$ cat src/rtl/processor_control_fsm_pkg.sv
`default_nettype none
// +----------------------------------------------------------------------+
// | Package     : processor_ctrl_pkg                                     |
// | Description : State codes, opcodes and datapath control encodings    |
// |               shared by the multi-cycle control FSM and its helpers. |
// | Revision    : 1.0 - initial release                                  |
// +----------------------------------------------------------------------+
package processor_ctrl_pkg;

   // Controller state codes; also exported on the debug state port
   typedef enum logic [3:0] {
      S_IDLE   = 4'd0,
      S_FETCH  = 4'd1,
      S_DECODE = 4'd2,
      S_EXEC   = 4'd3,
      S_WB     = 4'd4,
      S_MADDR  = 4'd5,
      S_MRD    = 4'd6,
      S_MWR    = 4'd7,
      S_BR     = 4'd8,
      S_JMP    = 4'd9,
      S_HALT   = 4'd10,
      S_TRAP   = 4'd11
   } state_t;

   // Opcodes, IR[15:12]; 0xB..0xE are undefined
   localparam logic [3:0] c_op_add  = 4'h0;
   localparam logic [3:0] c_op_sub  = 4'h1;
   localparam logic [3:0] c_op_and  = 4'h2;
   localparam logic [3:0] c_op_or   = 4'h3;
   localparam logic [3:0] c_op_addi = 4'h4;
   localparam logic [3:0] c_op_lw   = 4'h5;
   localparam logic [3:0] c_op_sw   = 4'h6;
   localparam logic [3:0] c_op_beqz = 4'h7;
   localparam logic [3:0] c_op_j    = 4'h8;
   localparam logic [3:0] c_op_jr   = 4'h9;
   localparam logic [3:0] c_op_li   = 4'hA;
   localparam logic [3:0] c_op_halt = 4'hF;

   // ALU function select
   localparam logic [2:0] c_alu_pass = 3'd0;
   localparam logic [2:0] c_alu_add  = 3'd1;
   localparam logic [2:0] c_alu_sub  = 3'd2;
   localparam logic [2:0] c_alu_and  = 3'd3;
   localparam logic [2:0] c_alu_or   = 3'd4;

   // Next-PC source select
   localparam logic [1:0] c_jc_pc1 = 2'd0;   // PC+1
   localparam logic [1:0] c_jc_rel = 2'd1;   // PC+sext(IR[11:0])
   localparam logic [1:0] c_jc_abs = 2'd2;   // IR[11:0]
   localparam logic [1:0] c_jc_reg = 2'd3;   // A register

   // Register write-back source select
   localparam logic [2:0] c_dd_alu = 3'd0;
   localparam logic [2:0] c_dd_mem = 3'd1;
   localparam logic [2:0] c_dd_imm = 3'd2;

   // Only ADD, SUB and ADDI can raise an arithmetic overflow trap
   function automatic logic can_overflow(input logic [3:0] op);
      return (op == c_op_add) || (op == c_op_sub) || (op == c_op_addi);
   endfunction

endpackage
`default_nettype wire

$ cat src/rtl/processor_control_fsm_if.sv
`default_nettype none
// +----------------------------------------------------------------------+
// | Interface   : processor_control_fsm_if                               |
// | Description : Controller <-> datapath/system bus. The master modport |
// |               is the control FSM; the slave modport is the datapath  |
// |               and system controller. trap exists only when           |
// |               PROC_CTRL_OVF_TRAP_EN is defined.                      |
// | Revision    : 1.0 - initial release                                  |
// +----------------------------------------------------------------------+
interface processor_control_fsm_if #(
   parameter int OPC_W = 4
);
   // status into the controller
   logic             run;
   logic [OPC_W-1:0] opcode;
   logic [1:0]       irDest;      // IR[11:10], destination register field
   logic             isZero;
   logic             overflow;

   // datapath strobes and selects
   logic       IRwrite;
   logic       PCwrite;
   logic       Awrite;
   logic       Bwrite;
   logic       ALUwrite;
   logic       Mwrite;
   logic       MemWrite;
   logic       RegWrite;
   logic       isZeroWrite;
   logic       IorM;
   logic       Asel;
   logic       Bsel;
   logic       ItypeSel;
   logic [2:0] ALUctrl;
   logic [1:0] jControl;
   logic [1:0] destAddr;
   logic [2:0] destData;

   // system handshakes
   logic       halted;
   logic       illegal;
   logic [3:0] state;
`ifdef PROC_CTRL_OVF_TRAP_EN
   logic       trap;
`endif

   modport master (
`ifdef PROC_CTRL_OVF_TRAP_EN
      output trap,
`endif
      input  run, opcode, irDest, isZero, overflow,
      output IRwrite, PCwrite, Awrite, Bwrite, ALUwrite, Mwrite, MemWrite,
             RegWrite, isZeroWrite, IorM, Asel, Bsel, ItypeSel, ALUctrl,
             jControl, destAddr, destData, halted, illegal, state
   );

   modport slave (
`ifdef PROC_CTRL_OVF_TRAP_EN
      input  trap,
`endif
      output run, opcode, irDest, isZero, overflow,
      input  IRwrite, PCwrite, Awrite, Bwrite, ALUwrite, Mwrite, MemWrite,
             RegWrite, isZeroWrite, IorM, Asel, Bsel, ItypeSel, ALUctrl,
             jControl, destAddr, destData, halted, illegal, state
   );

endinterface
`default_nettype wire

$ cat src/rtl/processor_control_fsm_alu_op_decode.sv
`default_nettype none
// +----------------------------------------------------------------------+
// | Module      : alu_op_decode                                          |
// | Description : Combinational opcode -> ALU function map for the       |
// |               execute step. ADDI shares the adder with ADD.          |
// | Revision    : 1.0 - initial release                                  |
// +----------------------------------------------------------------------+
module alu_op_decode
   import processor_ctrl_pkg::*;
(
   input  wire logic [3:0] i_opcode,
   output logic      [2:0] o_alu_ctrl
);

   // Map arithmetic/logic opcodes to their ALU function; all else passes
   always_comb begin
      o_alu_ctrl = c_alu_pass;
      case (i_opcode)
         c_op_add, c_op_addi: o_alu_ctrl = c_alu_add;
         c_op_sub:            o_alu_ctrl = c_alu_sub;
         c_op_and:            o_alu_ctrl = c_alu_and;
         c_op_or:             o_alu_ctrl = c_alu_or;
         default:             o_alu_ctrl = c_alu_pass;
      endcase
   end

endmodule
`default_nettype wire

$ cat src/rtl/processor_control_fsm.sv
`default_nettype none
// +----------------------------------------------------------------------+
// | Module      : processor_control_fsm                                  |
// | Description : Multi-cycle Moore control unit for the 16-bit          |
// |               accumulator datapath. Sequences fetch, decode,         |
// |               execute, memory and write-back strobes from IR[15:12]. |
// |               Optional overflow trap: define PROC_CTRL_OVF_TRAP_EN.  |
// | Revision    : 1.0 - initial release                                  |
// +----------------------------------------------------------------------+
module processor_control_fsm
   import processor_ctrl_pkg::*;
#(
   parameter bit RESET_STATE_IDLE = 1'b1,
   parameter int OPC_W            = 4
) (
   input  wire logic               Clock,
   input  wire logic               Reset,
   processor_control_fsm_if.master bus
);

   state_t           r_state;
   state_t           w_next;
   logic [OPC_W-1:0] w_opcode;
   logic [2:0]       w_alu_exec;

   assign w_opcode = bus.opcode;

`ifndef PROC_CTRL_OVF_TRAP_EN
   // overflow has no consumer without the trap feature
   logic w_unused_ovf;
   assign w_unused_ovf = bus.overflow;
`endif

   alu_op_decode u_alu_op_decode (
      .i_opcode   (w_opcode[3:0]),
      .o_alu_ctrl (w_alu_exec)
   );

   // State register; reset abandons any instruction in flight
   always_ff @(posedge Clock or negedge Reset) begin
      if (!Reset) r_state <= RESET_STATE_IDLE ? S_IDLE : S_FETCH;
      else        r_state <= w_next;
   end

   // Next-state and Moore outputs from state plus the decoded opcode.
   // Outputs are held at zero while Reset is asserted.
   always_comb begin
      w_next          = r_state;
      bus.IRwrite     = 1'b0;
      bus.PCwrite     = 1'b0;
      bus.Awrite      = 1'b0;
      bus.Bwrite      = 1'b0;
      bus.ALUwrite    = 1'b0;
      bus.Mwrite      = 1'b0;
      bus.MemWrite    = 1'b0;
      bus.RegWrite    = 1'b0;
      bus.isZeroWrite = 1'b0;
      bus.IorM        = 1'b0;
      bus.Asel        = 1'b0;
      bus.Bsel        = 1'b0;
      bus.ItypeSel    = 1'b0;
      bus.ALUctrl     = c_alu_pass;
      bus.jControl    = c_jc_pc1;
      bus.destAddr    = 2'd0;
      bus.destData    = c_dd_alu;
      bus.halted      = 1'b0;
      bus.illegal     = 1'b0;
      bus.state       = 4'd0;
`ifdef PROC_CTRL_OVF_TRAP_EN
      bus.trap        = 1'b0;
`endif
      if (Reset) begin
         bus.state = r_state;
         bus.Asel  = (r_state != S_IDLE);
         case (r_state)
            S_IDLE: begin
               bus.Asel = 1'b0;
               if (bus.run) w_next = S_FETCH;
            end
            S_FETCH: begin
               bus.IRwrite  = 1'b1;
               bus.PCwrite  = 1'b1;
               bus.IorM     = 1'b0;
               bus.jControl = c_jc_pc1;
               w_next       = S_DECODE;
            end
            S_DECODE: begin
               bus.Awrite = 1'b1;
               bus.Bwrite = 1'b1;
               bus.Bsel   = (w_opcode inside {c_op_addi, c_op_lw, c_op_sw});
               case (w_opcode)
                  c_op_add, c_op_sub, c_op_and, c_op_or, c_op_addi:
                                       w_next = S_EXEC;
                  c_op_lw, c_op_sw:    w_next = S_MADDR;
                  c_op_beqz:           w_next = S_BR;
                  c_op_j, c_op_jr:     w_next = S_JMP;
                  c_op_li:             w_next = S_WB;
                  c_op_halt:           w_next = S_HALT;
                  default: begin
                     // undefined opcode behaves as a NOP
                     bus.illegal = 1'b1;
                     w_next      = S_FETCH;
                  end
               endcase
            end
            S_EXEC: begin
               bus.ALUwrite    = 1'b1;
               bus.isZeroWrite = 1'b1;
               bus.ALUctrl     = w_alu_exec;
               w_next          = S_WB;
`ifdef PROC_CTRL_OVF_TRAP_EN
               if (bus.overflow && can_overflow(w_opcode[3:0])) w_next = S_TRAP;
`endif
            end
            S_WB: begin
               bus.RegWrite = 1'b1;
               bus.destAddr = bus.irDest;
               if (w_opcode == c_op_li)      bus.destData = c_dd_imm;
               else if (w_opcode == c_op_lw) bus.destData = c_dd_mem;
               else                          bus.destData = c_dd_alu;
               w_next = S_FETCH;
            end
            S_MADDR: begin
               bus.ALUctrl  = c_alu_add;
               bus.ALUwrite = 1'b1;
               w_next       = (w_opcode == c_op_lw) ? S_MRD : S_MWR;
            end
            S_MRD: begin
               bus.IorM   = 1'b1;
               bus.Mwrite = 1'b1;
               w_next     = S_WB;
            end
            S_MWR: begin
               bus.IorM     = 1'b1;
               bus.MemWrite = 1'b1;
               w_next       = S_FETCH;
            end
            S_BR: begin
               bus.PCwrite  = bus.isZero;
               bus.jControl = c_jc_rel;
               w_next       = S_FETCH;
            end
            S_JMP: begin
               bus.PCwrite  = 1'b1;
               bus.jControl = (w_opcode == c_op_jr) ? c_jc_reg : c_jc_abs;
               w_next       = S_FETCH;
            end
            S_HALT: begin
               // only Reset leaves HALT
               bus.halted = 1'b1;
               w_next     = S_HALT;
            end
`ifdef PROC_CTRL_OVF_TRAP_EN
            S_TRAP: begin
               bus.PCwrite  = 1'b1;
               bus.jControl = c_jc_abs;
               bus.trap     = 1'b1;
               w_next       = S_FETCH;
            end
`endif
            default: w_next = S_FETCH;
         endcase
      end
   end

endmodule
`default_nettype wire

$ cat src/flat_wrapper.sv
// flat-port wrapper written by rule: the top's interface ports become plain ports
module processor_control_fsm_flat import processor_ctrl_pkg::*;
#(
   parameter bit RESET_STATE_IDLE = 1'b1,
   parameter int OPC_W            = 4
)
  (Clock, Reset, bus_run, bus_opcode, bus_irDest, bus_isZero, bus_overflow, bus_IRwrite, bus_PCwrite, bus_Awrite, bus_Bwrite, bus_ALUwrite, bus_Mwrite, bus_MemWrite, bus_RegWrite, bus_isZeroWrite, bus_IorM, bus_Asel, bus_Bsel, bus_ItypeSel, bus_ALUctrl, bus_jControl, bus_destAddr, bus_destData, bus_halted, bus_illegal, bus_state);
  processor_control_fsm_if #(.OPC_W(OPC_W)) bus_i ();
  input  wire logic Clock;
  input  wire logic Reset;
  input wire logic [$bits(bus_i.run)-1:0] bus_run;
  input wire logic [$bits(bus_i.opcode)-1:0] bus_opcode;
  input wire logic [$bits(bus_i.irDest)-1:0] bus_irDest;
  input wire logic [$bits(bus_i.isZero)-1:0] bus_isZero;
  input wire logic [$bits(bus_i.overflow)-1:0] bus_overflow;
  output wire logic [$bits(bus_i.IRwrite)-1:0] bus_IRwrite;
  output wire logic [$bits(bus_i.PCwrite)-1:0] bus_PCwrite;
  output wire logic [$bits(bus_i.Awrite)-1:0] bus_Awrite;
  output wire logic [$bits(bus_i.Bwrite)-1:0] bus_Bwrite;
  output wire logic [$bits(bus_i.ALUwrite)-1:0] bus_ALUwrite;
  output wire logic [$bits(bus_i.Mwrite)-1:0] bus_Mwrite;
  output wire logic [$bits(bus_i.MemWrite)-1:0] bus_MemWrite;
  output wire logic [$bits(bus_i.RegWrite)-1:0] bus_RegWrite;
  output wire logic [$bits(bus_i.isZeroWrite)-1:0] bus_isZeroWrite;
  output wire logic [$bits(bus_i.IorM)-1:0] bus_IorM;
  output wire logic [$bits(bus_i.Asel)-1:0] bus_Asel;
  output wire logic [$bits(bus_i.Bsel)-1:0] bus_Bsel;
  output wire logic [$bits(bus_i.ItypeSel)-1:0] bus_ItypeSel;
  output wire logic [$bits(bus_i.ALUctrl)-1:0] bus_ALUctrl;
  output wire logic [$bits(bus_i.jControl)-1:0] bus_jControl;
  output wire logic [$bits(bus_i.destAddr)-1:0] bus_destAddr;
  output wire logic [$bits(bus_i.destData)-1:0] bus_destData;
  output wire logic [$bits(bus_i.halted)-1:0] bus_halted;
  output wire logic [$bits(bus_i.illegal)-1:0] bus_illegal;
  output wire logic [$bits(bus_i.state)-1:0] bus_state;
  assign bus_i.run = bus_run;
  assign bus_i.opcode = bus_opcode;
  assign bus_i.irDest = bus_irDest;
  assign bus_i.isZero = bus_isZero;
  assign bus_i.overflow = bus_overflow;
  assign bus_IRwrite = bus_i.IRwrite;
  assign bus_PCwrite = bus_i.PCwrite;
  assign bus_Awrite = bus_i.Awrite;
  assign bus_Bwrite = bus_i.Bwrite;
  assign bus_ALUwrite = bus_i.ALUwrite;
  assign bus_Mwrite = bus_i.Mwrite;
  assign bus_MemWrite = bus_i.MemWrite;
  assign bus_RegWrite = bus_i.RegWrite;
  assign bus_isZeroWrite = bus_i.isZeroWrite;
  assign bus_IorM = bus_i.IorM;
  assign bus_Asel = bus_i.Asel;
  assign bus_Bsel = bus_i.Bsel;
  assign bus_ItypeSel = bus_i.ItypeSel;
  assign bus_ALUctrl = bus_i.ALUctrl;
  assign bus_jControl = bus_i.jControl;
  assign bus_destAddr = bus_i.destAddr;
  assign bus_destData = bus_i.destData;
  assign bus_halted = bus_i.halted;
  assign bus_illegal = bus_i.illegal;
  assign bus_state = bus_i.state;
  processor_control_fsm #(.RESET_STATE_IDLE(RESET_STATE_IDLE), .OPC_W(OPC_W)) u_core (.Clock(Clock), .Reset(Reset), .bus(bus_i));
endmodule
$ cat config.mk
export PLATFORM = sky130hd
export DESIGN_NAME = processor_control_fsm_flat
export DESIGN_NICKNAME = d
export VERILOG_FILES = /design/src/rtl/processor_control_fsm_pkg.sv /design/src/rtl/processor_control_fsm_if.sv /design/src/rtl/processor_control_fsm_alu_op_decode.sv /design/src/rtl/processor_control_fsm.sv /design/src/flat_wrapper.sv
export SDC_FILE = /design/constraint.sdc
export NUM_CORES = 1
export LEC_CHECK = 0
export ABC_AREA = 1
export CAP_MARGIN = 30
export CELL_PAD_IN_SITES_DETAIL_PLACEMENT = 0
export CELL_PAD_IN_SITES_GLOBAL_PLACEMENT = 1
export CORE_MARGIN = 8
export CORE_UTILIZATION = 21
export CTS_CLUSTER_DIAMETER = 50
export CTS_CLUSTER_SIZE = 14
export DETAILED_ROUTE_END_ITERATION = 10
export MAX_ROUTING_LAYER = met4
export PLACE_DENSITY = 0.7
export SLEW_MARGIN = 20
export SYNTH_ARGS = -nofsm -noshare
export SYNTH_HDL_FRONTEND = slang
export SYNTH_SLANG_ARGS = --single-unit
export TNS_END_PERCENT = 30
$ cat constraint.sdc
create_clock -name Clock -period 1.1 [get_ports Clock]
set_input_delay 0.22 -clock Clock [delete_from_list [all_inputs] [get_ports Clock]]
set_output_delay 0.22 -clock Clock [all_outputs]
set_load 0.02 [all_outputs]
# ---- Yosys cells after proc, flatten, opt, wreduce, memory -nomap -nowiden
# Index checks and enable logic that the tools add are counted.
dict set report word_totals {
  register_bits 4
  in_bits 11
  output_inout_bits 29
}
dict set report classes {
  n_eq_ne 22
  n_mux 44
  reduce_logical 14
}
# cell count
set ops {}
lappend ops {{case mux 4 bit (6 select lines)} 2}
lappend ops {{== test 4 x 3 -> 1 bit, second input constant} 8}
lappend ops {{2-to-1 mux 1 bit} 29}
lappend ops {{== test 4 bit, second input constant} 7}
lappend ops {{== test 4 x 2 -> 1 bit, second input constant} 4}
lappend ops {{OR reduction 2 bit} 7}
lappend ops {{2-to-1 mux 3 bit} 4}
lappend ops {{case mux 3 bit (4 select lines)} 1}
lappend ops {{OR reduction 12 bit} 1}
lappend ops {{== test 4 x 1 -> 1 bit, second input constant} 2}
lappend ops {{zero test 4 bit} 2}
lappend ops {{2-to-1 mux 4 bit} 2}
lappend ops {{2-to-1 mux 2 bit} 3}
lappend ops {{case mux 3 bit (2 select lines)} 1}
lappend ops {{OR reduction 5 bit} 1}
lappend ops {{case mux 2 bit (2 select lines)} 1}
lappend ops {{nonzero test 4 bit} 1}
lappend ops {{nonzero test 3 bit} 1}
lappend ops {{!= test 2 bit, second input constant} 1}
lappend ops {{case mux 1 bit (2 select lines)} 1}
lappend ops {{AND reduction 2 bit} 1}

# ---- Depth between registers and ports, before layout
# Gate-level depths: netlist of the first run.
dict set report logic_depth {
  ltp_word 5
  ltp_mapped 10
  mapped_depth_nobuf 9
}

# ---- Modules after synthesis
# Synthesis of the first run repeated with hierarchy kept, for this count alone.
dict set report hier_totals {
  cells_unflattened 130
  hier_area_um2 649.4
}
# module n_inst cells_each area_each_um2 seq_area_each_um2
set by_module_without_submodules {}
lappend by_module_without_submodules {processor_control_fsm 1 120 603.1 100.1}
lappend by_module_without_submodules {alu_op_decode 1 10 46.3 0.0}

# ---- Least setup slack after synthesis of the first run
# Ideal clock, no wire load.
dict set report synth_timing {
  kind {register to output}
  from {reg u_core.r_state[2]}
  to {out bus_ALUctrl[1]}
  t_arrival_ns 1.474
  setup_slack_ns -0.594
  path_stages_with_launch 6
  cell_sequence {dfrtp_1 inv_1 nand2_4 nor2_1 nand2_1 nor4_1}
}
dict set report synth_between {
  elab_chain_cells 3
  word_cells_on_any_way 4
  classes_between {eq/ne: 2; mux: 2}
}
# item line
set synth_lines {}
lappend synth_lines {{start: declaration} processor_control_fsm.sv:21} ;# state_t r_state;
lappend synth_lines {{start signal: assignment} processor_control_fsm.sv:41} ;# if (!Reset) r_state <= RESET_STATE_IDLE ? S_IDLE : S_FETCH;
lappend synth_lines {{start signal: assignment} processor_control_fsm.sv:42} ;# else r_state <= w_next;
lappend synth_lines {{== test 4 x 3 -> 1 bit / == test 4 x 2 -> 1 bit (equally long branches)} processor_control_fsm.sv:75} ;# case (r_state)
lappend synth_lines {{case mux 3 bit (2 select lines) (*)} processor_control_fsm.sv:75}
lappend synth_lines {{2-to-1 mux 3 bit (*)} processor_control_fsm.sv:72} ;# if (Reset) begin
lappend synth_lines {{end: declaration} flat_wrapper.sv:29} ;# output wire logic [$bits(bus_i.ALUctrl)-1:0] bus_ALUctrl;
# Every way passes the cells marked *; elsewhere a longest branch is shown, timed or not.

# ---- Worst setup path in the final report of the first run
dict set report layout_timing {
  from {reg u_core.r_state[0]}
  to {out bus_Bsel}
}
dict set report layout_between {
  elab_chain_cells 3
}
# item line
set layout_lines {}
lappend layout_lines {{== test 4 x 2 -> 1 bit} processor_control_fsm.sv:75}
lappend layout_lines {{2-to-1 mux 1 bit} processor_control_fsm.sv:75}
lappend layout_lines {{2-to-1 mux 1 bit} processor_control_fsm.sv:72}
lappend layout_lines {{end: declaration} flat_wrapper.sv:27} ;# output wire logic [$bits(bus_i.Bsel)-1:0] bus_Bsel;
# No other way between the ends.

==> insert_results.sql, run 1 <==
INSERT INTO impl_metrics (metric_group, metric, value, unit) VALUES
('status', 'status', 'finished, violations left', ''),
('status', 'violations', 'setup timing', ''),
('critical_path', 'cp_endpoint_kind', 'output port', ''),
('critical_path', 'cp_data_arrival_time', '1420', 'ps'),
('cells_and_area', 'area_occupied_by_multi_input_gates', '669', 'um^2'),
('power', 'report.power.total', '2660', 'uW'),
('job', 'max_cap_viol_count', '0', ''),
('synthesis', 'synth-edff-count', '0', ''),
('placement', 'half_perimeter_wire_length_after_placement', '2520', 'um'),
('global_route', 'grt_start_max_net_pins', '8', ''),
('timing', 'final-setup-viol-count', '31', ''),
('global_route', 'grt_use_total', '0.110', ''),
('routing', 'route.detailed.vias_per_inst', '4.13', ''),
('critical_path', 'critical_path_required', '880', 'ps'),
('cts', 'clkSlewWorstSetupHoldPaths', '40', 'ps'),
('critical_path', 'kind_of_launch_point_of_the_worst_setup_path', 'flip-flop', ''),
('placement', 'pre_cts_slack', '-1090', 'ps'),
('synthesis', 'ys_top_cells_by_area', 'nand2_1, dfrtp_1, nor2_1', ''),
('timing', 'rsz0062_at_grt', 'yes', ''),
('routing', 'vias', '1082', ''),
('timing', 'slew_violations', '0', ''),
('die', 'fp.dieW', '74.8', 'um'),
('routing', 'drtAntennaViolNets', '0', ''),
('power', 'power_leakage', '0.000922', 'uW'),
('global_route', 'grt_antenna_before_repair', '0', ''),
('critical_path', 'critical_path.max_fanout', '5', ''),
('timing', 'period_share', '1.49', ''),
('synthesis', 'ys_types', '23', ''),
('placement', 'gp_weighted_congestion', '0.900', ''),
('cts', 'clock_tree.root_cell', 'clkbuf_4', ''),
('timing', 'layout_min_cycle_time', '1640', 'ps'),
('critical_path', 'category_of_the_most_critical_setup_path', 'reg2out', ''),
('die', 'core_area', '0.00334', 'mm^2'),
('global_route', 'via_count_of_the_first_global_routing_pass', '1164', ''),
('timing', 'final_number_of_hold_violating_endpoints', '0', ''),
('synthesis', 'yosysWarnings', '0', ''),
('cts', 'cts_max_level', '1', ''),
('cts', 'cts_tree', 'built', ''),
('die', 'placementRows', '21', ''),
('cts', 'post-cts-setup-buffers', '0', ''),
('die', 'fp.dieH', '74.8', 'um'),
('cts', 'cts_made_buffers', '3', ''),
('synthesis', 'postSynthRegisterBits', '4', ''),
('cells_and_area', 'largest_reg_flops', '4', ''),
('synthesis', 'yosys.area.top_type', 'nand2_1', ''),
('synthesis', 'mappedNetlistArea', '727', 'um^2'),
('cells_and_area', 'fillerInstances', '353', ''),
('cells_and_area', 'drive_gt1_frac', '0.620', ''),
('die', 'boundaryPins', '40', ''),
('global_route', 'gr-total-overflow', '0', ''),
('cells_and_area', 'stdcell_area', '0.00171', 'mm^2'),
('die', 'die-area', '0.00560', 'mm^2'),
('critical_path', 'ff2ff_path_depth', '8', ''),
('synthesis', 'postSynth.topFlopCell', 'dfrtp_1', ''),
('cts', 'insertion_delay', '230', 'ps'),
('synthesis', 'synth.yosys.seq_area_share', '0.138', ''),
('cells_and_area', 'postLayoutCoreUtil', '0.512', ''),
('synthesis', 'synth_top_area_frac', '0.212', ''),
('die', 'initial_core_util', '0.218', ''),
('timing', 'timing.fmax', '609', 'MHz'),
('routing', 'drt_pre_antenna_iters', '4', ''),
('routing', 'wl', '2980', 'um'),
('power', 'power.density_cell_area', '1560', 'mW/mm^2'),
('cells_and_area', 'insertedDiodeCount', '0', ''),
('cells_and_area', 'top_register_by_number_of_flip_flops', 'u_core.r_state', ''),
('cts', 'clock-sinks', '4', ''),
('synthesis', 'synthMostInstantiatedCell', 'nand2_1', ''),
('timing', 'worst_slack', '-543', 'ps'),
('timing', 'finClkSkew', '3.31', 'ps'),
('synthesis', 'syn_area_per_cell', '5.51', 'um^2'),
('cells_and_area', 'top_regs', 'u_core.r_state: 4 flops', ''),
('placement', 'numPortBuffers', '36', ''),
('synthesis', 'synth.top_cells.by_count', 'nand2_1, nor2_1, inv_1', ''),
('power', 'ir_worst_vdd', '1000', 'uV'),
('placement', 'place_area', '0.00155', 'mm^2'),
('worst_hold_path', 'worstHoldPathType', 'in2async', ''),
('routing', 'drt-wirelength-per-cell', '11.4', 'um'),
('routing', 'detail_route.iter0.violations', '31', ''),
('cells_and_area', 'regArea', '103', 'um^2'),
('cts', 'cts.path.max_buffers', '2', ''),
('synthesis', 'postSynth.asyncResetShare', '1.00', ''),
('cells_and_area', 'final_nets', '229', ''),
('routing', 'drc', '0', ''),
('synthesis', 'post_synth_inst_count', '132', ''),
('cells_and_area', 'syn_to_final_growth', '135', '%'),
('global_route', 'first_pass_grt_wire_length', '4860', 'um');
-- critical path, cell delays in order (launching register included) --
cell,delay (ps)
dfrtp_2,470
nor2_8,140
inv_4,60
nor2_8,90
inv_4,50
nor2_4,90
and3_4,180
buf_6,110
-- final timing paths --
kind / startpoint / end / slack [ps]
setup / recovery: u_core.r_state[0]$_DFFE_PN0P_ / bus_Bsel / -540
hold / removal: Reset / u_core.r_state[3]$_DFFE_PN0P_ / 120
setup reg to reg: u_core.r_state[0]$_DFFE_PN0P_ / u_core.r_state[1]$_DFFE_PN0P_ / -340
hold reg to reg: u_core.r_state[2]$_DFFE_PN0P_ / u_core.r_state[2]$_DFFE_PN0P_ / 610
max in group asynchronous: Reset / u_core.r_state[1]$_DFFE_PN0P_ / 820
min in group Clock: u_core.r_state[2]$_DFFE_PN0P_ / u_core.r_state[2]$_DFFE_PN0P_ / 610
-- timing repair --
| action | 4_1_cts | 5_1_grt |
|---|---|---|
| hold buffers | 0 | 0 |
| setup endpoints to repair | 31 | 31 |
| pin swaps | 6 | 8 |
| gates resized for setup | 182 | 24 |
-- area by class of cell --
class / instances / area share
timing repair buffer: 86 / 0.440
multi-input combinational: 98 / 0.392
inverter: 25 / 0.0608
sequential: 4 / 0.0601
tap: 46 / 0.0337
clock buffer: 3 / 0.0132
-- metal layers --
metal / wire length [um] / track usage
met5: 0 / -
met4: 14 / 0.0326
met3: 160 / 0.0146
met2: 1610 / 0.212
met1: 1200 / 0.111
-- cell families after synthesis --
| kind of cell | count (synthesis) | synth area share |
|---|---|---|
| AOI/OAI and AO/OA | 10 | 0.0774 |
| buffers and inverters | 31 | 0.203 |
| DFF | 4 | 0.138 |
| other | 1 | 0.00516 |
| and+or+nand+nor | 86 | 0.577 |
-- placed cells by master (no fill, tap or decap), types with 4 or more instances in the layout --
cell	n
nor2_4	4
nor2_1	11
inv_1	13
nand2_4	5
nand2_2	6
dlygate4sd2_1	5
clkdlybuf4s50_1	4
inv_2	8
nor2_2	8
nand3_1	5
buf_4	48
nor3_4	4
buf_6	26
inv_4	4
nand2_1	32
a21oi_1	4
-- report_power, final --
part / total (uW) / switching, uW / leakage, uW / internal, uW
combinational: 2180 / 1160 / 0.000859 / 1020
sequential: 308 / 101 / 0.0000494 / 207
clock: 175 / 53.5 / 0.0000138 / 122
total: 2660 / 1320 / 0.000922 / 1340
-- metrics by stage --
stage / hold WS (ps) / TNS, ps / instances
2_1_floorplan: -75.6 / -5420 / 133
3_3_place_gp: 593 / -27300 / 259
3_5_place_dp: 602 / -27660 / 259
4_1_cts: 118 / -12410 / 262
5_1_grt: 131 / -14590 / 262
6_report: 119 / -12330 / 262
No activity file was read; power rests on OpenSTA's default activity.
==> run 2, diff against run 1 <==
- ABC_CLOCK_PERIOD_IN_PS: unset -> 1100
- CTS_CLUSTER_SIZE: 14 -> 10
==> results of run 2 <==
Same layout as run 1: the final DEF is identical, and so are final timing and power.
